`src/rtl/hub75_fb_read_sched_pkg.sv`:
```
// Shared hub75 parameter set and small row-arithmetic helpers used by the
// framebuffer read scheduler.
package hub75_fb_read_sched_pkg;

  localparam int HUB75_N_ROWS = 32;

  // Row counter advance with wrap at the last row of the bank.
  function automatic int next_row(input int row, input int n_rows);
    return (row == n_rows - 1) ? 0 : row + 1;
  endfunction

endpackage

```
`src/rtl/hub75_fb_read_sched.sv`:
```
// HUB75 framebuffer read scheduler: preloads row N+1 into the back line buffer
// while the scanner shifts row N, then swaps buffers and starts the scanner.
module hub75_fb_read_sched
  import hub75_fb_read_sched_pkg::*;
#(
  parameter int N_ROWS     = HUB75_N_ROWS,
  parameter int LOG_N_ROWS = $clog2(N_ROWS)
) (
  input  logic                  clk,
  input  logic                  rst_n,
  input  logic                  ctrl_run,
  input  logic                  scan_rdy,
  output logic                  scan_go,
  output logic [LOG_N_ROWS-1:0] scan_row,
  output logic [LOG_N_ROWS-1:0] rd_row_addr,
  output logic                  rd_row_load,
  input  logic                  rd_row_rdy,
  output logic                  rd_row_swap,
  input  logic                  frame_swap_req,
  output logic                  frame_swap,
  output logic                  frame_swap_pend
);

  localparam logic [2:0] ST_IDLE      = 3'd0;
  localparam logic [2:0] ST_LOAD      = 3'd1;
  localparam logic [2:0] ST_LOAD_WAIT = 3'd2;
  localparam logic [2:0] ST_WAIT_SCAN = 3'd3;
  localparam logic [2:0] ST_SWAP_GO   = 3'd4;

  typedef enum logic [2:0] {
    IDLE      = ST_IDLE,
    LOAD      = ST_LOAD,
    LOAD_WAIT = ST_LOAD_WAIT,
    WAIT_SCAN = ST_WAIT_SCAN,
    SWAP_GO   = ST_SWAP_GO
  } state_t;

  state_t                  state_r;
  logic [LOG_N_ROWS-1:0]   load_row_r;
  logic [LOG_N_ROWS-1:0]   scan_row_r;
  logic                    scan_go_r;
  logic                    rd_row_load_r;
  logic                    rd_row_swap_r;
  logic                    frame_swap_r;
  logic                    pend_r;
  logic                    last_row_s;
  logic                    serve_s;

  // A request sampled on the edge that launches the last row's swap/go pulses
  // is served by that same boundary pulse, so it never waits a whole frame.
  assign last_row_s = (load_row_r == LOG_N_ROWS'(N_ROWS - 1));
  assign serve_s    = (state_r == WAIT_SCAN) && scan_rdy && last_row_s &&
                      (pend_r || frame_swap_req);

  // Scheduler FSM, row counter, pending-swap flag and registered pulses.
  always_ff @(posedge clk or negedge rst_n) begin
    if (!rst_n) begin
      state_r       <= IDLE;
      load_row_r    <= '0;
      scan_row_r    <= '0;
      scan_go_r     <= 1'b0;
      rd_row_load_r <= 1'b0;
      rd_row_swap_r <= 1'b0;
      frame_swap_r  <= 1'b0;
      pend_r        <= 1'b0;
    end else begin
      scan_go_r     <= 1'b0;
      rd_row_load_r <= 1'b0;
      rd_row_swap_r <= 1'b0;
      frame_swap_r  <= 1'b0;

      if (serve_s) begin
        pend_r <= 1'b0;
      end else if (frame_swap_req) begin
        pend_r <= 1'b1;
      end else begin
        pend_r <= pend_r;
      end

      case (state_r)
        IDLE: begin
          load_row_r <= '0;
          if (ctrl_run) begin
            state_r <= LOAD;
          end
        end
        LOAD: begin
          if (rd_row_rdy) begin
            rd_row_load_r <= 1'b1;
            state_r       <= LOAD_WAIT;
          end
        end
        LOAD_WAIT: begin
          // The load pulse is high exactly on the first LOAD_WAIT cycle, so it
          // doubles as the guard against a not-yet-dropped rd_row_rdy.
          if (!rd_row_load_r && rd_row_rdy) begin
            state_r <= WAIT_SCAN;
          end
        end
        WAIT_SCAN: begin
          if (scan_rdy) begin
            rd_row_swap_r <= 1'b1;
            scan_go_r     <= 1'b1;
            frame_swap_r  <= serve_s;
            scan_row_r    <= load_row_r;
            load_row_r    <= LOG_N_ROWS'(next_row(int'(load_row_r), N_ROWS));
            state_r       <= SWAP_GO;
          end
        end
        SWAP_GO: begin
          state_r <= ctrl_run ? LOAD : IDLE;
        end
        default: begin
          state_r <= IDLE;
        end
      endcase
    end
  end

  assign scan_go         = scan_go_r;
  assign scan_row        = scan_row_r;
  assign rd_row_addr     = load_row_r;
  assign rd_row_load     = rd_row_load_r;
  assign rd_row_swap     = rd_row_swap_r;
  assign frame_swap      = frame_swap_r;
  assign frame_swap_pend = pend_r;

endmodule
```
`config.mk`:
```
export PLATFORM = sky130hd
export DESIGN_NAME = hub75_fb_read_sched
export DESIGN_NICKNAME = d
export VERILOG_FILES = /design/src/rtl/hub75_fb_read_sched_pkg.sv /design/src/rtl/hub75_fb_read_sched.sv
export SDC_FILE = /design/constraint.sdc
export NUM_CORES = 1
export LEC_CHECK = 0
export CAP_MARGIN = 5
export CORE_MARGIN = 2
export CORE_UTILIZATION = 43
export CTS_CLUSTER_SIZE = 12
export DETAILED_ROUTE_END_ITERATION = 10
export GPL_TIMING_DRIVEN = 0
export HOLD_SLACK_MARGIN = 0.08
export PLACE_DENSITY = 0.74
export SETUP_SLACK_MARGIN = 0.05
export SLEW_MARGIN = 10
export SYNTH_ARGS = -nofsm -noshare
export SYNTH_HDL_FRONTEND = slang
export SYNTH_SLANG_ARGS = --single-unit
```
`constraint.sdc`:
```
create_clock -name clk -period 1.9 [get_ports clk]
set_input_delay 0.285 -clock clk [delete_from_list [all_inputs] [get_ports clk]]
set_output_delay 0.285 -clock clk [all_outputs]
set_load 0.05 [all_outputs]
```
==> metrics.md <==
| Metric | Value |
|---|---|
| Clock buffer depth | `2` |
| Status | `finished clean` |
| Final setup vio count | `0` |
| GPL Wtd Cong | `between 0.8 and 0.9` |
| Final Core Density | `0.597` |
| Vias in the first global route | `approximately 670` |
| Setup slack, reg-to-reg | `~0.09 ns` |
| CP startpoint kind | `register` |
| DR iter-0 viols | `7` |
| WHS | `roughly 0.41 ns` |
| Antenna violations before repair | `0` |
| Delay-heaviest family, CP | `buffers and inverters` |
| Syn_area_per_cell | `~10 sq um` |
| Peak supply drop | `around 0.54 mV` |
| PortBufs | `20` |
| Io pins | `21` |
| All-Layer GR Usage | `0.155` |
| Post-synth EDFFs | `0` |
| CTS HTree Levels | `1` |
| Final hold violation count | `0` |
| CTS tree | `yes` |
| Reg-to-Reg End | `rd_row_addr[0]` |
| Hold/Removal Path Class | `in -> async` |
| Tmin final | `1.82 ns` |
| ANT nets after route | `0` |
| # clock sinks | `17` |
| Critical path cell sequence | `clkdlybuf4s50_1` |
| Number of core rows | `16` |
| Clock root cell | `clkbuf_4` |
| WL/cell | `around 12 microns` |
| Via count | `about 700` |
| Inserted Clock Buffers | `3` |
| Vias/cell | `between 5 and 6` |
| Crit Path Category | `reg -> out` |
| Cell variety after synth | `31` |
| Final period utilization | `0.956` |
| DRC violations left | `0` |
| Core Footprint | `around 1900 sq um` |
| Fill count | `between 150 and 200` |
| Fmax | `551 MHz` |
| Synthesized instance count | `86` |
| # nets final | `~120` |
| R2R depth | `6` |
| Layout cells sized above 1 | `0.205` |
| Largest stage delay, worst path | `just over 0.8 ns` |
| Largest net degree at the start of global routing | `18` |
| Inserted Diodes | `0` |
| CP Capture Type | `output pin` |
| Max-cap violations | `0` |
| RSZ-0062 raised after global routing | `yes` |
| Syn nets | `94` |
| Rel. slew slack | `0.522` |
| Worst Path Arrival | `roughly 1.5 ns` |
| Most used DFF post-synth | `dfrtp_1` |
| First-pass GRT wire length | `roughly 2900 microns` |
| Worst-Skew Late Latency | `approximately 0.3 ns` |
| Pleak | `around 0.56 nW` |
| Global route total overflow | `0` |
| Hpwl dp | `about 1200 microns` |
| Area Growth Syn to Fin | `34.1%` |
| Post-Syn Area | `~850 sq um` |
| CP max stage cell | `clkdlybuf4s50_1` |
| Post-Place Worst Slack | `~0.056 ns` |
| Die area | `~2300 sq um` |
| Synthesized flop and latch total | `17` |
| Slew @ Worst Pin | `~0.71 ns` |
| WL final | `between 1500 and 2000 microns` |
| Post-route non-filler standard cell count | `between 100 and 150` |
| Placed cell count | `approximately 130` |
| WP data required | `1.62 ns` |
| Pwr Density | `around 1100 nW/um^2` |
| Die width | `around 48 microns` |
| Critical Path Fanout Max | `6` |
| Post-CTS Hold Buffers | `0` |
| Clk pin slew, worst setup/hold paths | `0.09 ns` |
| Final setup slack of the worst path | `around 0.084 ns` |
| Sequential share of the synthesized area | `0.502` |
| Setup TNS | `0 ns` |
| Clk_skew | `between 0.004 and 0.005 ns` |
| Critical path buffer and inverter count | `1` |
| Warnings, synthesis | `0` |
| Slew Viols, Final | `0` |
| Initial Util | `0.445` |
| Chip Height | `~48 microns` |
| Worst r2r src | `rd_row_addr[0]` |
| Asr flop ratio synth | `1.00` |
| Pre-Repair DR Iteration Count | `4` |
-- flip-flops by register name (all words and copies together), names as in the netlist --
register,count
state_r,3
frame_swap,1
rd_row_swap,1
scan_row,5
rd_row_addr,5
frame_swap_pend,1
rd_row_load,1
-- how the worst max path moves through the flow --
stage | end | cells past startpoint | slack, ns | start
finish | rd_row_addr[0] | 1 | 0.08 | rd_row_addr[0]
global route | rd_row_addr[0] | 6 | 0.01 | rd_row_addr[1]
CTS | rd_row_addr[0] | 6 | 0.06 | rd_row_addr[0]
detailed placement | rd_row_addr[0] | 6 | 0.06 | rd_row_addr[0]
global placement | rd_row_addr[0] | 6 | 0.07 | rd_row_addr[0]
floorplan | rd_row_addr[0] | 6 | 0.08 | rd_row_addr[0]
-- placed cells by master, fill, tap and decap left out, drive strengths merged --
cell	synthesis	layout
a21o	1	1
a21oi	7	7
a22o	2	2
a22oi	1	1
a31oi	1	1
and3	1	1
buf	5	7
clkbuf	0	4
clkdlybuf4s50	0	16
clkinv	1	1
dfrtp	17	17
dlygate4sd2	0	2
dlymetal6s2s	0	2
ha	2	2
inv	5	5
mux2	1	1
nand2	17	17
nand2b	1	1
nand3	1	1
nand4	2	2
nand4b	1	1
nor2	6	6
nor3	3	3
nor3b	1	1
nor4	2	2
nor4b	1	1
nor4bb	1	1
o21ai	3	3
o32ai	1	1
or2	1	1
or3	1	1
-- cell usage after synthesis (all sizes together) (2+ instances only) --
| library cell | number | area [sq um] |
|---|---|---|
| nor3 | 3 | 20.0 |
| buf | 5 | 42.5 |
| nand2 | 17 | 63.8 |
| nor2 | 6 | 22.5 |
| ha | 2 | 25.0 |
| a21oi | 7 | 35.0 |
| nand4 | 2 | 12.5 |
| a22o | 2 | 17.5 |
| nor4 | 2 | 25.0 |
| inv | 5 | 18.8 |
| dfrtp | 17 | 425 |
| o21ai | 3 | 15.0 |
-- routing by layer --
metal	up-vias	GRT usage	part of all wire	routed length (microns)
met5	-	0	0	0
met4	0	0.0571	0.019	31
met3	3	0.0309	0.062	101
met2	26	0.266	0.46	748
met1	321	0.193	0.46	755
li1	351	-	-	-
-- report_power, final --
group / total [W] / switching, W / internal, W / leakage [nW]
registers: 0.000474 / 0.0000556 / 0.000419 / 0.224
logic: 0.000614 / 0.000363 / 0.000251 / 0.326
clock network: 0.000193 / 0.000111 / 0.0000819 / 0.0150
-- metrics by stage --
step,cell area (sq um),power [W]
5_1_grt,1140,0.00136
4_1_cts,1110,0.00126
3_5_place_dp,1090,0.00107
3_3_place_gp,1090,0.00105
2_1_floorplan,852,0.000906
6_report,1140,0.00128
-- area by class of cell --
cell class,instances,area (sq um),area share
clock buffer,4,26.3,0.0231
inverter,6,23.8,0.0209
sequential,17,428,0.377
tap,27,33.8,0.0297
buffer,5,42.5,0.0374
timing repair buffer,22,218,0.192
multi-input combinational,58,364,0.320
-- cells by family (layout without fill, tap and decap cells) --
family                   Yosys count  count (layout)  share of synthesized area
multiplexers                       1               1                     0.0133
buffers and inverters             11              37                     0.0783
AND/OR/NAND/NOR                   39              39                      0.261
AO/OA/AOI/OAI                     16              16                      0.115
flip-flops                        17              17                      0.502
adder cells (fa/ha/maj)            2               2                     0.0295
-- timing repair --
item                       4_1_cts  5_1_grt
cloned                           0        0
setup endpoints to repair        3        4
buffers inserted                 0        2
pin swaps                        1        1
resized for setup                2        4
hold endpoints to repair         0        0
(Power assumes the default switching activity.)
